--- src/rtl/nco_pkg.sv ---
// nco_pkg: shared types and constants for the NCO phase generator
package nco_pkg;
  typedef enum logic [1:0] {IDLE, RUN, DRAIN} state_e;
  localparam int ANGLE_W = 32;
  localparam int XY_W = 16;
  localparam logic signed [XY_W-1:0] X_INIT_DEF = 16'sd19898;
endpackage

--- src/rtl/valid_delay_line.sv ---
// valid_delay_line: DEPTH-clock shift register for a valid flag, shifting every clock
module valid_delay_line #(
  parameter int DEPTH = 32
) (
  input  logic clk,
  input  logic rst,
  input  logic valid_i,
  output logic valid_o
);
  logic [DEPTH-1:0] sr_q;
  logic [DEPTH:0] ext;
  assign ext = {sr_q, valid_i};
  always_ff @(posedge clk) begin
    if (rst) sr_q <= '0;
    else sr_q <= ext[DEPTH-1:0];
  end
  assign valid_o = sr_q[DEPTH-1];
endmodule

--- src/rtl/nco_phase_gen.sv ---
// nco_phase_gen: phase-accumulator angle source feeding a pipelined CORDIC.
// Optional NCO_SWEEP_EN adds a linear frequency sweep with wrap back to the loaded fcw.
module nco_phase_gen
  import nco_pkg::*;
#(
  parameter int CORDIC_LATENCY = 32,
  parameter int RATE_DIV = 1,
  parameter logic signed [XY_W-1:0] X_INIT = X_INIT_DEF
) (
  input  logic                      clk,
  input  logic                      rst,
  input  logic                      start,
  input  logic                      stop,
  input  logic [ANGLE_W-1:0]        fcw_in,
  input  logic                      fcw_load,
  input  logic [ANGLE_W-1:0]        phase_ofs,
`ifdef NCO_SWEEP_EN
  input  logic [ANGLE_W-1:0]        sweep_step,
  input  logic [ANGLE_W-1:0]        sweep_end,
`endif
  output logic [ANGLE_W-1:0]        angle,
  output logic signed [XY_W-1:0]    Xin,
  output logic signed [XY_W-1:0]    Yin,
  output logic                      angle_valid,
  output logic                      result_valid,
  output logic                      busy
);
  localparam int CW = $clog2(CORDIC_LATENCY + 1);
  localparam logic [CW-1:0] DRAIN_MAX = CW'(CORDIC_LATENCY - 1);
  localparam logic [15:0] DIV_MAX = 16'(RATE_DIV - 1);
  state_e state_q, state_d;
  logic [15:0] div_q, div_d;
  logic [CW-1:0] drain_q, drain_d;
  logic [ANGLE_W-1:0] acc_q, acc_d, fcw_q, fcw_d, angle_q, angle_d;
  logic av_q, go, tick;
  assign go = state_q == IDLE && start && !stop;
  // stop takes effect at once: no tick is issued on the edge that leaves RUN
  assign tick = state_q == RUN && !stop && div_q == '0;
  always_comb begin
    state_d = state_q;
    div_d = '0;
    drain_d = '0;
    unique case (state_q)
      IDLE: state_d = go ? RUN : IDLE;
      RUN: begin
        state_d = stop ? DRAIN : RUN;
        div_d = div_q == DIV_MAX ? '0 : div_q + 16'd1;
      end
      DRAIN: begin
        state_d = drain_q == DRAIN_MAX ? IDLE : DRAIN;
        drain_d = drain_q + 1'b1;
      end
      default: state_d = IDLE;
    endcase
  end
  assign acc_d = go ? '0 : tick ? acc_q + fcw_q : acc_q;
  assign angle_d = tick ? acc_q + phase_ofs : angle_q;
`ifdef NCO_SWEEP_EN
  logic [ANGLE_W-1:0] base_q, sweep_nx;
  assign sweep_nx = fcw_q + sweep_step;
  assign fcw_d = fcw_load ? fcw_in : tick ? (sweep_nx > sweep_end ? base_q : sweep_nx) : fcw_q;
  always_ff @(posedge clk) begin
    if (rst) base_q <= '0;
    else if (fcw_load) base_q <= fcw_in;
  end
`else
  assign fcw_d = fcw_load ? fcw_in : fcw_q;
`endif
  always_ff @(posedge clk) begin
    if (rst) begin
      state_q <= IDLE;
      div_q <= '0;
      drain_q <= '0;
      acc_q <= '0;
      fcw_q <= '0;
      angle_q <= '0;
      av_q <= 1'b0;
    end else begin
      state_q <= state_d;
      div_q <= div_d;
      drain_q <= drain_d;
      acc_q <= acc_d;
      fcw_q <= fcw_d;
      angle_q <= angle_d;
      av_q <= tick;
    end
  end
  valid_delay_line #(.DEPTH(CORDIC_LATENCY)) u_dly (
    .clk(clk),
    .rst(rst),
    .valid_i(av_q),
    .valid_o(result_valid)
  );
  assign angle = angle_q;
  assign angle_valid = av_q;
  assign busy = state_q != IDLE;
  assign Xin = X_INIT;
  assign Yin = '0;
endmodule

--- config.mk ---
export PLATFORM = sky130hd
export DESIGN_NAME = nco_phase_gen
export DESIGN_NICKNAME = d
export VERILOG_FILES = /design/src/rtl/nco_pkg.sv /design/src/rtl/valid_delay_line.sv /design/src/rtl/nco_phase_gen.sv
export SDC_FILE = /design/constraint.sdc
export NUM_CORES = 1
export LEC_CHECK = 0
export ABC_AREA = 1
export BUFFER_PORTS_ARGS = -buffer_cell sky130_fd_sc_hd__buf_2
export CORE_UTILIZATION = 45
export DETAILED_ROUTE_END_ITERATION = 6
export SLEW_MARGIN = 20
export SYNTH_ARGS = -nofsm -noshare
export SYNTH_HDL_FRONTEND = slang
export SYNTH_HIERARCHICAL = 1
export SYNTH_SLANG_ARGS = --single-unit
--- constraint.sdc ---
create_clock -name clk -period 2.2 [get_ports clk]
set_input_delay 0.44 -clock clk [delete_from_list [all_inputs] [get_ports clk]]
set_output_delay 0.44 -clock clk [all_outputs]
set_load 0.005 [all_outputs]
==> results.json <==
{
  "syn_area_mm2": 0.0106,
  "synth_edf_count": 0,
  "num_vias": 10264,
  "yosys_warnings": 6,
  "area_growth_pct": 13.0,
  "routedWlPerCell_um": 12.4,
  "clock_skew_ns": 0.0151,
  "io_pins": 136,
  "dieArea_mm2": 0.0242,
  "syn_avg_cell_area_um2": 5.92,
  "synth_mux_area_frac": 0,
  "synth-seq-area-share": 0.289,
  "remaining_drc_errors": 0,
  "grt_pass1_vias": 9672,
  "vias_per_cell": 4.61,
  "irDropWorstVdd_mv": 0.371,
  "die_w_um": 156,
  "synthCells": 1791,
  "fin_util": 0.525,
  "rsz0062_at_grt": "false",
  "dp_hpwl_um": 22300,
  "yosysTopAreaCell": "dfxtp_1",
  "power_density_mw_per_mm2": 554,
  "cts_hold_buf": 0,
  "row_count": 55,
  "finalHoldViolations": 0,
  "async_flop_share": 0,
  "clk_path_buf_depth": 2,
  "grt_use_total": 0.244,
  "synth_top_family_by_area": "simple AND/OR/NAND/NOR gates",
  "slew_headroom": 0.651,
  "endpoint_kind": "register",
  "clock_sinks": 153,
  "synth_fa_ha_area_frac": 0.0805,
  "finalNetCount": 2037,
  "drt-total-wl_um": 27700,
  "hold_path_class": "in2reg",
  "clk_pin_slew_worst_paths_ns": 0.07,
  "grt_pass1_wl_um": 46600,
  "insertedDiodeCount": 0,
  "portBuffers": 103,
  "first_iter_violations": 522,
  "drv_slew": 0,
  "pre_cts_slack_ns": -0.109,
  "cp-start-kind": "register",
  "period_share": 0.921,
  "worstSkewPairLatency_ns": 0.43,
  "synthTopCellsByArea": "dfxtp_1 (29%), nand2_1 (20%), inv_1 (13%), nor2_1 (8.0%), ha_1 (7.7%)",
  "synth_ff_type": "dfxtp_1",
  "core_area_mm2": 0.0228,
  "critPathKind": "reg2reg",
  "power_leakage_nw": 6.73,
  "p_total_mw": 6.64,
  "synth_compound_area_frac": 0.0776,
  "initial_core_util": 0.464,
  "cp.arrival_ns": 2.35,
  "drive_gt1_frac": 0.0982,
  "ys_ff_latch": 153,
  "yosys.area.top_type_share": 0.289,
  "hold_ws_ns": 0.224,
  "grt_max_degree": 45,
  "setup_viol": 0,
  "yosys.area_share.simple": 0.362,
  "firstDrtPassIters": 5,
  "htree_levels": 4,
  "status": "complete, no violations",
  "cts_root_buffer": "clkbuf_16",
  "clock.fmax_ghz": 0.493,
  "synth-xor-area-share": 0.0182,
  "cts_buffers": 17,
  "antenna_found_initial": 0,
  "worst_pin_slew_ns": 0.522,
  "setup_ws_ns": 0.173,
  "cp_max_fo": 4,
  "timing.final.crit_period_ns": 2.03,
  "fill_cells": 2531,
  "place_congestion": 0.905,
  "grt_overflow": 0,
  "worstPathRequired_ns": 2.53,
  "drtAntennaViolNets": 0,
  "synth_cell_types": 33,
  "timing.max_cap.violations": 0,
  "tritoncts": "done",
  "die_height_um": 156
}
-- power breakdown --
group          switching (mW)  total [mW]  internal, mW
Combinational           0.602       0.954         0.353
Sequential             0.0739        2.94          2.86
Clock                    1.28        2.75          1.47
-- worst paths after layout --
path / startpoint / to / slack, ns / cells past startpoint
worst max-delay path: acc_q[0] / acc_q[28] / 0.17 / 12
worst min-delay path: fcw_in[1] / fcw_q[1] / 0.22 / 3
worst max register to register: acc_q[0] / acc_q[28] / 0.17 / 12
worst min register to register: u_dly/sr_q[6] / u_dly/sr_q[7] / 0.40 / 2
-- cell families after synthesis --
family                     Yosys count
AOI/OAI and AO/OA                  159
DFF                                153
buffers and inverters              440
other                                2
and+or+nand+nor                    948
adders and majority gates           67
xor gates and xnor gates            22
-- cell type report --
cell class | count | area, um^2 | share of cell area
clock buffer | 18 | 429 | 0.0358
timing repair buffer | 128 | 728 | 0.0608
multi-input combinational | 1228 | 5860 | 0.489
sequential | 153 | 3060 | 0.256
inverter | 373 | 1400 | 0.117
tap | 313 | 392 | 0.0327
clock inverter | 14 | 114 | 0.00950
-- per-layer routing --
layer | track usage | part of all wire | vias up | wire [um]
li1 | - | - | 5583 | -
met1 | 0.315 | 0.48 | 4478 | 13200
met2 | 0.422 | 0.48 | 174 | 13200
met3 | 0.0306 | 0.028 | 29 | 771
met4 | 0.0766 | 0.020 | 0 | 550
met5 | 0 | 0 | - | 0
-- placed cells by master (no fill, tap or decap), types with 2 or more instances in the layout --
master / count
nand2_1: 557
inv_1: 366
nor2_1: 224
dfxtp_1: 152
nand3_1: 108
buf_2: 103
o21ai_0: 75
a21oi_1: 73
ha_1: 64
conb_1: 32
buf_4: 23
nor3_1: 20
clkbuf_16: 17
xor2_1: 12
nand4_1: 10
xnor2_1: 10
or2_2: 9
clkinvlp_4: 6
inv_6: 6
inv_2: 5
o21bai_1: 5
nor3b_1: 4
o211ai_1: 4
nand3_2: 3
nor3_2: 3
nand2_2: 3
clkinv_1: 2
nor2_2: 2
a21o_1: 2
fa_1: 2
buf_12: 2
-- registers in the layout (all words and copies together) (netlist names) --
name	count
state_q	2
angle	32
drain_q	6
acc_q	32
div_q	16
angle_valid	1
fcw_q	32
u_dly/sr_q	32
-- synthesized netlist by cell type (2+ instances only) --
library cell	number
o21bai_1	5
fa_1	2
o21ai_0	75
or2_2	9
nand2_1	560
clkinv_1	2
buf_6	5
buf_2	12
conb_1	2
ha_1	65
xnor2_1	10
nor3_2	2
clkbuf_1	18
dfxtp_1	153
o211ai_1	4
nor2_1	225
a21o_1	2
xor2_1	12
nor3b_1	4
inv_2	5
nor3_1	21
inv_1	366
nand4_1	10
nand3_1	110
buf_4	32
a21oi_1	73
-- repair_timing --
item,CTS,global route
buffers inserted,0,0
resized for setup,0,9
setup endpoints to repair,0,10
-- worst max-delay path, stage by stage (launching register included) --
cell,delay (ns)
dfxtp_1,0.34
ha_1,0.24
fa_1,0.38
nand3_1,0.11
nand3_2,0.12
nand3_1,0.09
nand3_1,0.17
nand2_1,0.17
nand2_1,0.07
nand2_1,0.06
nand3_1,0.07
nand2_1,0.07
inv_1,0.03
-- through the flow --
step                      cell area [um^2]  std cells  setup TNS, ns
after global placement               11400       2195         -0.191
after CTS                            12000       2227              0
after detailed placement             11400       2195         -0.190
after global routing                 12000       2227              0
after floorplan                      10700       1821              0
final                                12000       2227              0
No activity file was read; power rests on OpenSTA's default activity.
